===== src/rtl/shift_sequencer_if.sv =====
// rtl/shift_sequencer_if.sv - request/result bundle between control and the shift sequencer
interface shift_sequencer_if #(
   parameter int WIDTH = 32,
   parameter int NW    = 5
);
   logic             start;
   logic [2:0]       op;
   logic [NW-1:0]    n;
   logic [WIDTH-1:0] data_in;
   logic             busy;
   logic             done;
   logic [WIDTH-1:0] data_out;

   modport master (output start, op, n, data_in, input busy, done, data_out);
   modport slave  (input start, op, n, data_in, output busy, done, data_out);
endinterface


===== src/rtl/shift_sequencer.sv =====
// rtl/shift_sequencer.sv - iterative one-bit-per-clock shifter with start/busy/done handshake
module shift_sequencer #(
   parameter int WIDTH = 32,
   parameter int NW    = 5
) (
   input  logic               clk,
   input  logic               reset,
   shift_sequencer_if.slave   bus
);
   typedef enum logic [1:0] {S_IDLE, S_SHIFT, S_DONE} state_t;

   localparam logic [2:0] OP_LOAD = 3'b001;
   localparam logic [2:0] OP_SLL  = 3'b010;
   localparam logic [2:0] OP_SRL  = 3'b011;
   localparam logic [2:0] OP_SRA  = 3'b100;
   localparam logic [2:0] OP_ROR  = 3'b101;
   localparam logic [2:0] OP_ROL  = 3'b110;

   state_t           state_q, state_d;
   logic [WIDTH-1:0] data_q, data_d;
   logic [NW-1:0]    cnt_q, cnt_d;
   logic [2:0]       op_q, op_d;
   logic [WIDTH-1:0] step;
   logic             op_valid;

   always_comb begin
      step = data_q;
      case (op_q)
         OP_SLL:  step = {data_q[WIDTH-2:0], 1'b0};
         OP_SRL:  step = {1'b0, data_q[WIDTH-1:1]};
         OP_SRA:  step = {data_q[WIDTH-1], data_q[WIDTH-1:1]};
         OP_ROR:  step = {data_q[0], data_q[WIDTH-1:1]};
         OP_ROL:  step = {data_q[WIDTH-2:0], data_q[WIDTH-1]};
         default: step = data_q;
      endcase
   end

   always_comb begin
      state_d  = state_q;
      data_d   = data_q;
      cnt_d    = cnt_q;
      op_d     = op_q;
      op_valid = (bus.op != 3'b000) && (bus.op != 3'b111);
      case (state_q)
         S_IDLE: begin
            if (bus.start && op_valid) begin
               data_d  = bus.data_in;
               cnt_d   = bus.n;
               op_d    = bus.op;
               // LOAD and a zero amount need no shift cycles at all
               state_d = (bus.op == OP_LOAD || bus.n == '0) ? S_DONE : S_SHIFT;
            end
         end
         S_SHIFT: begin
            data_d = step;
            cnt_d  = cnt_q - NW'(1);
            if (cnt_q == NW'(1)) state_d = S_DONE;
         end
         S_DONE:  state_d = S_IDLE;
         default: state_d = S_IDLE;
      endcase
   end

   always_ff @(posedge clk or negedge reset) begin
      if (!reset) begin
         state_q <= S_IDLE;
         data_q  <= '0;
         cnt_q   <= '0;
         op_q    <= '0;
      end else begin
         state_q <= state_d;
         data_q  <= data_d;
         cnt_q   <= cnt_d;
         op_q    <= op_d;
      end
   end

   assign bus.busy     = (state_q != S_IDLE);
   assign bus.done     = (state_q == S_DONE);
   assign bus.data_out = data_q;
endmodule


===== src/flat_wrapper.sv =====
// flat-port wrapper written by rule: the top's interface ports become plain ports
module shift_sequencer_flat 
#(
   parameter int WIDTH = 32,
   parameter int NW    = 5
)
  (clk, reset, bus_start, bus_op, bus_n, bus_data_in, bus_busy, bus_done, bus_data_out);
  shift_sequencer_if #(.WIDTH(WIDTH), .NW(NW)) bus_i ();
  input  logic clk;
  input  logic reset;
  input wire logic [$bits(bus_i.start)-1:0] bus_start;
  input wire logic [$bits(bus_i.op)-1:0] bus_op;
  input wire logic [$bits(bus_i.n)-1:0] bus_n;
  input wire logic [$bits(bus_i.data_in)-1:0] bus_data_in;
  output wire logic [$bits(bus_i.busy)-1:0] bus_busy;
  output wire logic [$bits(bus_i.done)-1:0] bus_done;
  output wire logic [$bits(bus_i.data_out)-1:0] bus_data_out;
  assign bus_i.start = bus_start;
  assign bus_i.op = bus_op;
  assign bus_i.n = bus_n;
  assign bus_i.data_in = bus_data_in;
  assign bus_busy = bus_i.busy;
  assign bus_done = bus_i.done;
  assign bus_data_out = bus_i.data_out;
  shift_sequencer #(.WIDTH(WIDTH), .NW(NW)) u_core (.clk(clk), .reset(reset), .bus(bus_i));
endmodule

===== config.mk =====
export PLATFORM = sky130hd
export DESIGN_NAME = shift_sequencer_flat
export DESIGN_NICKNAME = d
export VERILOG_FILES = /design/src/rtl/shift_sequencer_if.sv /design/src/rtl/shift_sequencer.sv /design/src/flat_wrapper.sv
export SDC_FILE = /design/constraint.sdc
export NUM_CORES = 1
export LEC_CHECK = 0
export CAP_MARGIN = 40
export CORE_UTILIZATION = 47
export DETAILED_ROUTE_END_ITERATION = 16
export HOLD_SLACK_MARGIN = 0.08
export PLACE_DENSITY = 0.81
export REMOVE_ABC_BUFFERS = 1
export SLEW_MARGIN = 10
export SYNTH_ARGS = -nofsm -noshare
export SYNTH_HDL_FRONTEND = slang
export SYNTH_SLANG_ARGS = --single-unit

===== constraint.sdc =====
create_clock -name clk -period 2.05 [get_ports clk]
set_input_delay 0.41 -clock clk [delete_from_list [all_inputs] [get_ports clk]]
set_output_delay 0.41 -clock clk [all_outputs]
set_load 0.01 [all_outputs]

# After elaboration in Yosys (flattened, before gate mapping)
# Index checks and enable logic that the tools add are counted.
dict set report word_totals {
  ff_bits 42
  input_bits 43
  word_cells 43
}
dict set report op_classes {
  n_addsub 1
  eq_ne 15
  muxes 9
  n_reduce_logical 13
}
# cell n
set op_table {}
lappend op_table {{32-bit case mux with 5 select lines} 1}
lappend op_table {{32-bit case mux with 2 select lines} 1}
lappend op_table {{32-bit two-way mux} 1}
lappend op_table {{5-bit case mux with 2 select lines} 1}
lappend op_table {{3-bit equality test (second input constant)} 3}
lappend op_table {{3-bit by 2-bit equality test with 1-bit output (second input constant)} 2}
lappend op_table {{2-bit two-way mux} 3}
lappend op_table {{6-bit != test (second input constant)} 1}
lappend op_table {{2-bit AND reduction} 3}
lappend op_table {{5-bit by 1-bit equality test with 1-bit output (second input constant)} 1}
lappend op_table {{5-bit logical NOT} 1}
lappend op_table {{5-bit two-way mux} 1}
lappend op_table {{5-bit != test (second input constant)} 1}
lappend op_table {{5-bit by 1-bit subtractor with 5-bit output (second input constant)} 1}
lappend op_table {{2-bit by 1-bit != test with 1-bit output (second input constant)} 2}
lappend op_table {{2-bit case mux with 2 select lines} 1}
lappend op_table {{4-bit AND reduction} 1}
lappend op_table {{2-bit nonzero test} 2}
lappend op_table {{3-bit by 1-bit equality test with 1-bit output (second input constant)} 1}
lappend op_table {{3-bit != test (second input constant)} 1}
lappend op_table {{3-bit AND reduction} 1}
lappend op_table {{3-bit nonzero test} 1}
lappend op_table {{2-bit by 1-bit equality test with 1-bit output (second input constant)} 1}
lappend op_table {{2-bit equality test (second input constant)} 1}
lappend op_table {{4 further kinds} 5}

# Logic depth before layout (Yosys ltp)
dict set report depth {
  word_depth 5
  depth_mapped 8
}

# Worst setup path before layout
# No wires, ideal clock.
dict set report synth_path {
  path_type {input-to-reg}
  from {input port bus_op[2]}
  to {register u_core.data_q[1], in the netlist u_core.bus.data_out[1]}
  setup_time_ps 95
  t_arrival_ps 1855
  slack_ps 100
  stages 7
  path_buffers 3
  cell_sequence {and4b_1 or4_1 buf_2 or2_1 buf_6 buf_6 o31ai_1}
}
dict set report synth_via {
  elab_chain_len 5
  word_cells_on_any_way 6
  cone_classes {eq/ne: 2; reduce/logical: 4}
}
# element line_no
set synth_lines {}
lappend synth_lines {{start, declared} flat_wrapper.sv:12} ;# input wire logic [$bits(bus_i.op)-1:0] bus_op;
lappend synth_lines {{3-bit != test / 3-bit nonzero test (equally long branches)} shift_sequencer.sv:43} ;# op_valid = (bus.op != 3'b000) && (bus.op != 3'b111);
lappend synth_lines {{1-bit logical AND (*)} shift_sequencer.sv:43}
lappend synth_lines {{1-bit logical AND (*)} shift_sequencer.sv:46} ;# if (bus.start && op_valid) begin
lappend synth_lines {{2-bit by 1-bit != test with 1-bit output (no source line) (*)} --}
lappend synth_lines {{3-bit AND reduction (no source line) (*)} --}
lappend synth_lines {{end signal, assigned} shift_sequencer.sv:72} ;# data_q <= data_d;
lappend synth_lines {{end, declared} shift_sequencer.sv:20} ;# logic [WIDTH-1:0] data_q, data_d;
# Mark *: on every way between the ends. The rest lies on a longest branch, timed or not.
# A chain may end at the register's enable or synchronous reset.

# Worst setup path in the final report
dict set report layout_path {
  from {register u_core.state_q[0]}
  to {register u_core.data_q[2], in the netlist u_core.bus.data_out[2]}
}
dict set report layout_via {
  elab_chain_len 3
  word_cells_on_any_way 7
  cone_classes {eq/ne: 3; mux: 1; reduce/logical: 3}
}
# element line_no
set layout_lines {}
lappend layout_lines {{start, declared} shift_sequencer.sv:19} ;# state_t state_q, state_d;
lappend layout_lines {{start signal, assigned} shift_sequencer.sv:71} ;# state_q <= state_d;
lappend layout_lines {{2-bit by 1-bit equality test with 1-bit output / 2-bit logical NOT (equally long branches)} shift_sequencer.sv:44} ;# case (state_q)
lappend layout_lines {{6-bit != test (no source line) (tied with other cells)} --}
lappend layout_lines {{3-bit AND reduction (no source line)} --}
# Several ways; a longest one is shown, not always the timed one.

==> impl_summary.txt <==
----------------------------------------------------
[Run status]
  Result of the run ... finished clean

[Power and ir drop]
  Ratio of total power to cell area ... approximately 1700 mW/mm²
  Pint ... 3.45 mW
  Final total power ... between 6 and 7 mW
  Net switching share of the total power ... 0.452
  Worst voltage drop across the vdd grid ... a little over 0.8 mV
  Sequential share of power ... 0.281
  Combinational group share of total power ... 0.636
  Power dissipated by switching net loads ... roughly 2.8 mW
  Clk pwr share ... 0.082
  Leakage ... around 1.4 nW

[Floorplan]
  Total die area ... 0.00576 mm²
  Placeable core region ... 0.00517 mm²
  Starting density of the core ... 0.496
  I/O pin count ... 77
  Number of placement rows ... 26
  Die Span Y ... about 76 µm
  Die width ... ~76 µm

[Cells and area]
  Layout cells sized above 1 ... 0.136
  Area growth, synth to finish ... 41.5%
  Number of diodes added for antenna fixing ... 0
  # nets final ... just over 400
  Most common cell after layout, fill and taps aside ... sky130_fd_sc_hd__clkdlybuf4s50_1
  Commonest non-fill, non-tap cells in the layout ... sky130_fd_sc_hd__clkdlybuf4s50_1 (72), sky130_fd_sc_hd__dfrtp_1 (42), sky130_fd_sc_hd__nor2_1 (38)
  Count of non-filler cells in the finished layout ... roughly 440

[Drt]
  Wire length per cell after detailed routing ... roughly 18 µm
  Count of vias placed by the detailed router ... about 2.7k
  Drt first-iter violations ... between 200 and 300
  ANT nets after route ... 0
  First-pass iteration count of the detailed router ... 5
  DRC violation count after routing ... 0
  Final WL ... roughly 7.8 mm
  Per-cell via count in the routed design ... 6.22

[Yosys]
  Flip-flop cell with the highest count after synthesis ... sky130_fd_sc_hd__dfrtp_1
  Sequential-to-total area share from yosys stat ... 0.409
  Yosys warns ... 0
  Synth top area share ... 0.409
  Cell variety after synth ... 38
  Synth area leader ... sky130_fd_sc_hd__dfrtp_1
  Number of flops mapped to enable cells by yosys ... 0
  Async SR Flop Fraction ... 1.00
  Synthesis-stage register bit count ... 42
  Main area contributors after synthesis ... sky130_fd_sc_hd__dfrtp_1 (41%), sky130_fd_sc_hd__a21boi_0 (9.4%), sky130_fd_sc_hd__o31ai_1 (8.8%)
  Number of instances in the synthesized netlist ... 296
  Post-synthesis area per instance ... slightly below 9 µm²
  Synthesized area ... ~0.0026 mm²

[STA]
  Number of slew-limit violations in the final report ... 0
  Relative slew slack ... 0.740
  Tcrit/Tclk final ... 0.956
  Fin Setup TNS ... 0 ps
  Unrepaired setup endpoints after global routing ... no
  Final-report setup violation count ... 0
  Pin slew with the least headroom to its limit ... 387 ps
  Shortest period the worst path allows ... between 1500 and 2000 ps
  Clock skew after layout ... between 10 and 15 ps
  Achievable clock frequency ... between 500 and 600 MHz
  Final count of hold timing violations ... 0

[Placed design]
  Placed wire-length estimate ... around 4.9 mm
  Final weighted congestion of routability-driven global placement ... approximately 0.86
  I/O Buffers ... between 70 and 80
  Dpl cells ... 430

[Critical path]
  Worst Setup Start Kind ... flop
  Number of stages on the worst setup path ... 5
  Maximum cell stage delay along the critical path ... ~480 ps
  Register-to-Register Path Depth ... 5
  Cells traversed along the worst timing path ... and4b_1, or4_4, buf_4, o21ai_0, o31ai_4
  Reg-to-reg setup timing slack ... 90 ps
  Worst-path fanout max ... 36
  Endpoint of the lowest-slack register-to-register path ... u_core.bus.data_out[2]
  Number of buffers and inverters on the critical path ... 1
  Library cell contributing the largest single delay on the critical path ... sky130_fd_sc_hd__or4_4
  Worst Path Arrival ... around 2100 ps
  Kind of end point of the critical path ... flop
  Category of cells accounting for the largest share of critical-path delay ... simple AND/OR/NAND/NOR gates
  Crit Path Class ... flop to flop
  Worst Path Required ... roughly 2200 ps
  Source of the worst register-to-register timing path ... u_core.state_q[0]

[Global route]
  Global-route wire length before repair ... ~13 mm
  Gr ovfl total ... 0
  Antenna violations before repair ... 0
  Overall track demand over capacity in global routing ... 0.271
  Via count of the first global-routing pass ... 2598
  Largest net degree at the start of global routing ... 43

[CTS]
  Clock Root Buffer ... sky130_fd_sc_hd__clkbuf_8
  # Post-CTS Setup Buffers ... 0
  Number of CTS-inserted buffers ... 5
  Clock insertion delay at the later pin of the skew report ... around 300 ps
  Sink Count ... 42
  H-tree lvl count ... 2
  Worst-path clk slew ... roughly 90 ps
  TritonCTS clock tree ... done
  # hold bufs at CTS ... 0
  Maximum clock path buffer count ... 2

[Job]
  Max-cap violation count ... 0

[Worst hold path]
  Tightest Hold Check Type ... primary input to async pin

----------------------------------------------------
## power by group through the flow
| stage | Clock [mW] | Sequential (mW) | Combinational (mW) |
|---|---|---|---|
| detailed placement | 0 | 1.76 | 3.56 |
| finish | 0.519 | 1.77 | 4.00 |
| floorplan | 0 | 1.78 | 1.86 |
| global placement | 0 | 1.74 | 3.45 |
| global route | 0.567 | 1.83 | 4.32 |
| CTS | 0.517 | 1.75 | 3.88 |
## layout make-up
type,count,area [µm²]
clock buffer,7,76.3
timing repair buffer,97,967
inverter,6,22.5
fill,414,1540
tap,70,87.6
sequential,42,1050
multi-input combinational,216,1430
## through the flow
step                hold WS [ps]  area [µm²]   util  setup WS [ps]
floorplan                    114        2410      -           -381
global route                89.2        3630  0.702           13.5
CTS                         84.6        3610  0.698           50.1
finish                      75.8        3630  0.702           90.3
global placement             395        3440  0.665           -268
detailed placement           402        3440  0.665           -359
## worst max-delay path by stage
stage / slack (ps) / to / from
3_5_place_dp: -360 / u_core.bus.data_out[1] / bus_op[2]
6_report: 90 / u_core.bus.data_out[2] / u_core.state_q[0]
3_3_place_gp: -270 / u_core.bus.data_out[17] / bus_op[2]
5_1_grt: 10 / u_core.bus.data_out[2] / u_core.state_q[0]
2_1_floorplan: -380 / u_core.bus.data_out[31] / u_core.state_q[0]
4_1_cts: 50 / u_core.bus.data_out[20] / u_core.state_q[0]
## registers in the layout, summed over array words and instances, names as in the netlist
name	flops
u_core.cnt_q	5
u_core.state_q	2
u_core.op_q	3
u_core.bus.data_out	32
## synth_stat cells, types with 2 or more instances
library cell and instances:
sky130_fd_sc_hd__nor2_1 38, sky130_fd_sc_hd__a31oi_1 32, sky130_fd_sc_hd__nand3b_1 2, sky130_fd_sc_hd__dfrtp_1 42
sky130_fd_sc_hd__nor4_1 2, sky130_fd_sc_hd__buf_6 5, sky130_fd_sc_hd__a21boi_0 32, sky130_fd_sc_hd__o31ai_1 30
sky130_fd_sc_hd__nand4b_1 2, sky130_fd_sc_hd__o221ai_1 3, sky130_fd_sc_hd__buf_1 3, sky130_fd_sc_hd__nand2_1 6
sky130_fd_sc_hd__clkbuf_1 23, sky130_fd_sc_hd__nand3_1 3, sky130_fd_sc_hd__o21ai_0 37, sky130_fd_sc_hd__mux2_2 3
sky130_fd_sc_hd__a21oi_1 3, sky130_fd_sc_hd__inv_1 6, sky130_fd_sc_hd__nand4_1 2, sky130_fd_sc_hd__nand2b_1 2
sky130_fd_sc_hd__ha_1 2, sky130_fd_sc_hd__nor2b_1 2
## kinds of logic after synthesis
logic type / count (synthesis) / synth area share
multiplexers: 4 / 0.0171
buffers and inverters: 38 / 0.0707
AND/OR/NAND/NOR: 65 / 0.120
adder cells (fa/ha/maj): 2 / 0.00975
AO/OA/AOI/OAI: 145 / 0.373
flip-flops: 42 / 0.409
## layer usage
metal  share of wire  vias to the layer above  global-route usage
li1                -                     1254                   -
met3           0.059                       14              0.0482
met1            0.42                     1325               0.350
met2            0.50                      133               0.449
met5               0                        -                   0
met4           0.019                        0               0.113
## worst register-to-register path, stage by stage, from the launching register on
cell and delay (ps):
sky130_fd_sc_hd__dfrtp_1 420, sky130_fd_sc_hd__and4b_1 210, sky130_fd_sc_hd__or4_4 480, sky130_fd_sc_hd__buf_4 250
sky130_fd_sc_hd__o21ai_0 360, sky130_fd_sc_hd__o31ai_4 120
## timing repair
action                                  4_1_cts  5_1_grt
pin swaps                                     0        1
cloned                                        1        0
gates resized for setup                      16        6
endpoints found under the setup margin       21       11
Power figures use the tool's default switching activity.
==> variant 1, RTL diff (same flow settings) <==
Reset style: synchronous (`reset`), changed in one clocked block.
--- a/src/rtl/shift_sequencer.sv
+++ b/src/rtl/shift_sequencer.sv
@@ -62,5 +62,5 @@
    end
 
-   always_ff @(posedge clk or negedge reset) begin
+   always_ff @(posedge clk) begin
       if (!reset) begin
          state_q <= S_IDLE;
Formal check against the unedited RTL: differs if reset is asserted again (counterexample within 4 cycles, from zero or initial values and one cycle with reset low); with reset held inactive, the same outputs for 10 cycles.
==> variant 1 against the unedited design <==
- synthesized area is 0.34% lower
- die area decreased by 0.33%
- routed wire length decreased by 13%
- final area down 4.1%
- register-to-register slack improved by 220 ps
- sequential cell count stayed put
- setup slack improved by 24 ps
- sequential share of layout area shrank 4.8 points
- critical endpoint is now bus_busy
- largest cell class unchanged
- highest routed layer unchanged
Power is not compared: it rests on default switching activity, and its combinational part moved more than twofold at a synthesized area within 25%.
==> variant 1: results (changes against the unedited design) <==
[outcome]
outcome = finished, final reports clean  ; unchanged

[global_route]
grt_use_met3 = 0.0370  ; was 0.0482
grt_usage = 0.247  ; was 0.271
grt_util_met1 = 0.334  ; was 0.350
antenna_found_initial = 0  ; unchanged
grt_pass1_wl_um = 11000  ; was 12,600 um
grt_max_degree = 41  ; was 43
first_global_vias = 2364  ; was 2,598
met2_usage = 0.402  ; was 0.449

[timing]
hold_viol_final = 0  ; unchanged
worst_slew_pin_slew_ps = 416  ; was 387 ps
clock_skew_ps = 3.80  ; was 13.5 ps

[clock_tree]
clkTransAtPathRegs_ps = 80
h-tree-depth = 2  ; unchanged
clk_latency_ps = 280  ; was 300 ps
clockBufferDepth = 2  ; unchanged
cts_made_buffers = 5  ; unchanged
root_buffer = clkbuf_8  ; unchanged

[routing]
routed-wl-met3_um = 395  ; was 458 um
highest_layer = met4  ; unchanged
viasPerCell = 5.96  ; was 6.22
wl_per_cell_um = 15.1  ; was 17.8 um
drt-met1-wl_um = 3060  ; was 3260 um
met2_length_um = 3270  ; was 3930 um
dr.pass1.iters = 5  ; unchanged
drtIter0Drc = 238  ; was 257
vias = 2693  ; was 2,726

[power]
power.leakage_uw = 0.00125

[logic_synthesis]
ys_types = 48  ; was 38
async_flop_share = 0  ; was 1.00
synthTopCellsByCount = nand3_1, dfxtp_1, o21ai_0, a32o_1, nand2b_1  ; was dfrtp_1, nor2_1, o21ai_0, a21boi_0, a31oi_1
yosysSeqAreaShare = 0.329  ; was 0.409
avgSynthCellArea_um2 = 8.15  ; was 8.67 um^2
synth_ff_type = dfxtp_1  ; was dfrtp_1
yosysWarnings = 0  ; unchanged
synth_area_leaders = dfxtp_1, nand3_1, a32o_1, o21ai_0, nand2b_1  ; was dfrtp_1, a21boi_0, o31ai_1, a31oi_1, o21ai_0

[worst_setup_path]
path_max_fanout = 10  ; was 36
arrival_ps = 1530  ; was 2130 ps

[place]
dpl_worst_slack_ps = -9.78  ; was -359 ps
globalplace.congestion = 0.871  ; was 0.857
hpwl_um = 4660  ; was 4910 um
place_inst = 445  ; was 430

[layout]
drive_above_1_share = 0.0864  ; was 0.136
nets = 427  ; was 413
nFillCells = 447  ; was 414
n_antenna_cell = 0  ; unchanged
largest_reg_flops = 32  ; unchanged

[worst_hold_path]
hold_path.class = flip-flop to flip-flop  ; was input port to async pin

[variant 1: logic make-up after synthesis]
family                     after synthesis  synth area share
and+or+nand+nor                        128             0.285
xor gates and xnor gates                 1           0.00342
adders and majority gates                2           0.00978
muxes                                    6            0.0240
DFF                                     42             0.329
buffers and inverters                   41            0.0861
AOI/OAI and AO/OA                       94             0.264
[variant 1: final cells by class]
type,instances,area (um^2),share of cell area
Tap cell,70,87.6,0.0251
Clock inverter,2,10.0,0.00287
Sequential cell,42,842,0.242
Multi-Input combinational cell,231,1500,0.432
Clock buffer,5,68.8,0.0197
Inverter,9,33.8,0.00969
Timing Repair Buffer,93,938,0.269
[variant 1: final timing paths]
kind / from / end / slack (ps) / cells past startpoint
worst max-delay path: u_core.state_q[0] / bus_busy / 110 / 3
worst min-delay path: u_core.bus.data_out[19] / u_core.bus.data_out[19] / 520 / 1
worst max register to register: u_core.state_q[0] / u_core.bus.data_out[31] / 310 / 5
worst min register to register: u_core.bus.data_out[19] / u_core.bus.data_out[19] / 520 / 1
[variant 1: metrics by stage]
stage               setup TNS (ps)  instance area [um^2]
floorplan                    -1760                  2370
global placement                 0                  3400
detailed placement           -9.78                  3400
CTS                              0                  3480
global route                     0                  3480
finish                           0                  3480
[variant 1: power by group]
group / internal [uW] / switching [uW] / total [uW]
Combinational: 443 / 358 / 801
Sequential: 915 / 117 / 1030
Clock: 229 / 271 / 500
[variant 1: critical path, stage by stage (launching register included)]
cell and delay [ps]:
dfxtp_1 560, nor2_2 100, inv_1 60, clkdlybuf4s50_1 520
[variant 1: timing repair]
action | 4_1_cts | 5_1_grt
endpoints found under the setup margin | 0 | 1
buffers inserted | 0 | 0
gates resized for setup | 0 | 1
==> variant 2, RTL diff (config.mk and constraints unchanged) <==
Made on the original files. `WIDTH` is set to 32 in 3 places; all go to 48.
--- a/src/rtl/shift_sequencer_if.sv
+++ b/src/rtl/shift_sequencer_if.sv
@@ -1,5 +1,5 @@
 // rtl/shift_sequencer_if.sv - request/result bundle between control and the shift sequencer
 interface shift_sequencer_if #(
-   parameter int WIDTH = 32,
+   parameter int WIDTH = 48,
    parameter int NW    = 5
 );
--- a/src/rtl/shift_sequencer.sv
+++ b/src/rtl/shift_sequencer.sv
@@ -1,5 +1,5 @@
 // rtl/shift_sequencer.sv - iterative one-bit-per-clock shifter with start/busy/done handshake
 module shift_sequencer #(
-   parameter int WIDTH = 32,
+   parameter int WIDTH = 48,
    parameter int NW    = 5
 ) (
--- a/src/flat_wrapper.sv
+++ b/src/flat_wrapper.sv
@@ -2,5 +2,5 @@
 module shift_sequencer_flat 
 #(
-   parameter int WIDTH = 32,
+   parameter int WIDTH = 48,
    parameter int NW    = 5
 )
Ports: changed (resized bus_data_in and bus_data_out); port bits go from 77 to 109. No check against the original RTL was run, so the function may have changed too.
==> variant 2 against the unedited design <==
- routed wire length up 28%
- synthesized cell count grew 21%
- count of clock-buffer cells in the layout rose by 4
- power up 30%
- non-clock buffer count is 34 higher
- final area increased by 32%
- sequential cell count rose by 16
- setup slack gained 100 ps
- synthesized area is 30% higher
- critical path type is now flip-flop to primary output
- critical endpoint is now bus_busy
- largest power group unchanged
- highest routed layer unchanged
==> variant 2: results (changes against the unedited design) <==
[outcome]
outcome = finished, final reports clean  ; unchanged

[power]
vdd_drop_max_mv = 0.706  ; was 0.817 mV
power.leakage_uw = 0.00187  ; was 0.00144 uW

[clock_tree]
cts_resized = 0  ; was 16
clockBufferDepth = 2  ; unchanged
clkTransAtPathRegs_ps = 70  ; was 90 ps
cts_made_buffers = 9  ; was 5
clk_latency_ps = 330  ; was 300 ps
postCtsHoldBufs = 1  ; was 0
h-tree-depth = 3  ; was 2

[global_route]
grt_pass1_wl_um = 15800  ; was 12,600 um
grt_usage = 0.269  ; was 0.271
first_global_vias = 3259  ; was 2,598
grt_max_degree = 47  ; was 43

[worst_setup_path]
crit_family = buffers and inverters  ; was simple AND/OR/NAND/NOR gates
r2r-start = u_core.op_q[2]  ; was u_core.state_q[0]
startpoint = u_core.state_q[1]  ; was u_core.state_q[0]
regToRegSetupSlack_ps = 310  ; was 90 ps
crit_path_top_delay_cell = clkdlybuf4s50_1  ; was or4_4
arrival_ps = 1440  ; was 2130 ps
path_max_fanout = 4  ; was 36
critical-path-max-stage-delay_ps = 480  ; about the same
reg2reg_to = u_core.bus.data_out[12]  ; was u_core.bus.data_out[2]

[timing]
worst_slew_pin_slew_ps = 505  ; was 387 ps
holdWs_ps = 542  ; was 75.8 ps
clock_skew_ps = 10.2  ; was 13.5 ps

[routing]
drtIter0Drc = 337  ; was 257
vias = 3560  ; was 2,726
drtAntennaViolNets = 0  ; unchanged
viasPerCell = 6.36  ; was 6.22
wl_per_cell_um = 17.8  ; about the same

[layout]
largest_reg_flops = 48  ; was 32
drive_above_1_share = 0.103  ; was 0.136
nets = 520  ; was 413

[logic_synthesis]
ys_types = 46  ; was 38
synthXorXnorAreaFrac = 0.00262  ; was 0
synth_area_leaders = dfrtp_1, a221o_1, a21oi_1, nand3_1, o21ai_0  ; was dfrtp_1, a21boi_0, o31ai_1, a31oi_1, o21ai_0
synthAdderAreaFrac = 0.00750  ; was 0.00975
yosysSeqAreaShare = 0.435  ; was 0.409
synth_mux_area_frac = 0.0169  ; was 0.0171
synthTopCellsByCount = dfrtp_1, a21oi_1, nand3_1, o21ai_0, a221o_1  ; was dfrtp_1, nor2_1, o21ai_0, a21boi_0, a31oi_1
synth_compound_area_frac = 0.335  ; was 0.373
avgSynthCellArea_um2 = 9.32  ; was 8.67 um^2

[place]
place_inst = 543  ; was 430
hpwl_um = 6200  ; was 4910 um
placed_area_um2 = 4570  ; was 3440 um^2
port_buffers = 108  ; was 76
globalplace.congestion = 0.846  ; was 0.857

==> variant 2: cell types whose count changed after synthesis, moves of 29 or more <==
cell and change:
a221o_1 +46, o31ai_1 -29, nand3_1 +46, a21boi_0 -32
nor2_1 -30, a21oi_1 +48, a31oi_1 -29
==> variant 2: cells by family after synthesis <==
kind of cell,count (synthesis)
compound gates,165
xor+xnor,1
fa+ha+maj,2
buf+inv,44
flops,58
mux,5
simple gates,83
==> variant 2: worst max-delay path by stage <==
stage,endpoint,slack [ps],depth (start not counted)
floorplan,u_core.bus.data_out[0],-740,3
global placement,u_core.bus.data_out[14],-50,5
detailed placement,u_core.bus.data_out[11],-110,5
CTS,bus_busy,190,3
global route,bus_busy,130,3
finish,bus_busy,200,3
==> variant 2: per-stage QoR <==
stage | worst slack [ps] | util
4_1_cts | 192 | 0.703
5_1_grt | 133 | 0.703
6_report | 195 | 0.703
3_5_place_dp | -115 | 0.669
3_3_place_gp | -52.1 | 0.666
2_1_floorplan | -735 | -
==> variant 2: metal layers <==
layer	track usage	vias to the layer above	wire (um)
li1	-	1595	-
met1	0.365	1772	4300
met5	0	-	0
met3	0.0629	14	865
met2	0.425	179	4680
met4	0.0894	0	114
==> variant 2: worst reg2reg max path: cells and delay by family, from the launching register on <==
family	cells	cell delay, ps
AOI/OAI and AO/OA	3	610
DFF	1	530
buffers and inverters	1	260
and+or+nand+nor	1	220
==> variant 2: cell type report <==
class / instances / area, um^2
fillers: 528 / 2030
well taps: 96 / 120
repair buffers: 131 / 1330
clock inverters: 5 / 77.6
inverters: 3 / 11.3
multi-input cells: 256 / 1670
clock buffers: 11 / 141
flip-flops and latches: 58 / 1450
==> variant 2: where the power goes <==
group / internal, uW / switching, uW
logic: 2310 / 2300
clock network: 714 / 456
registers: 1710 / 671
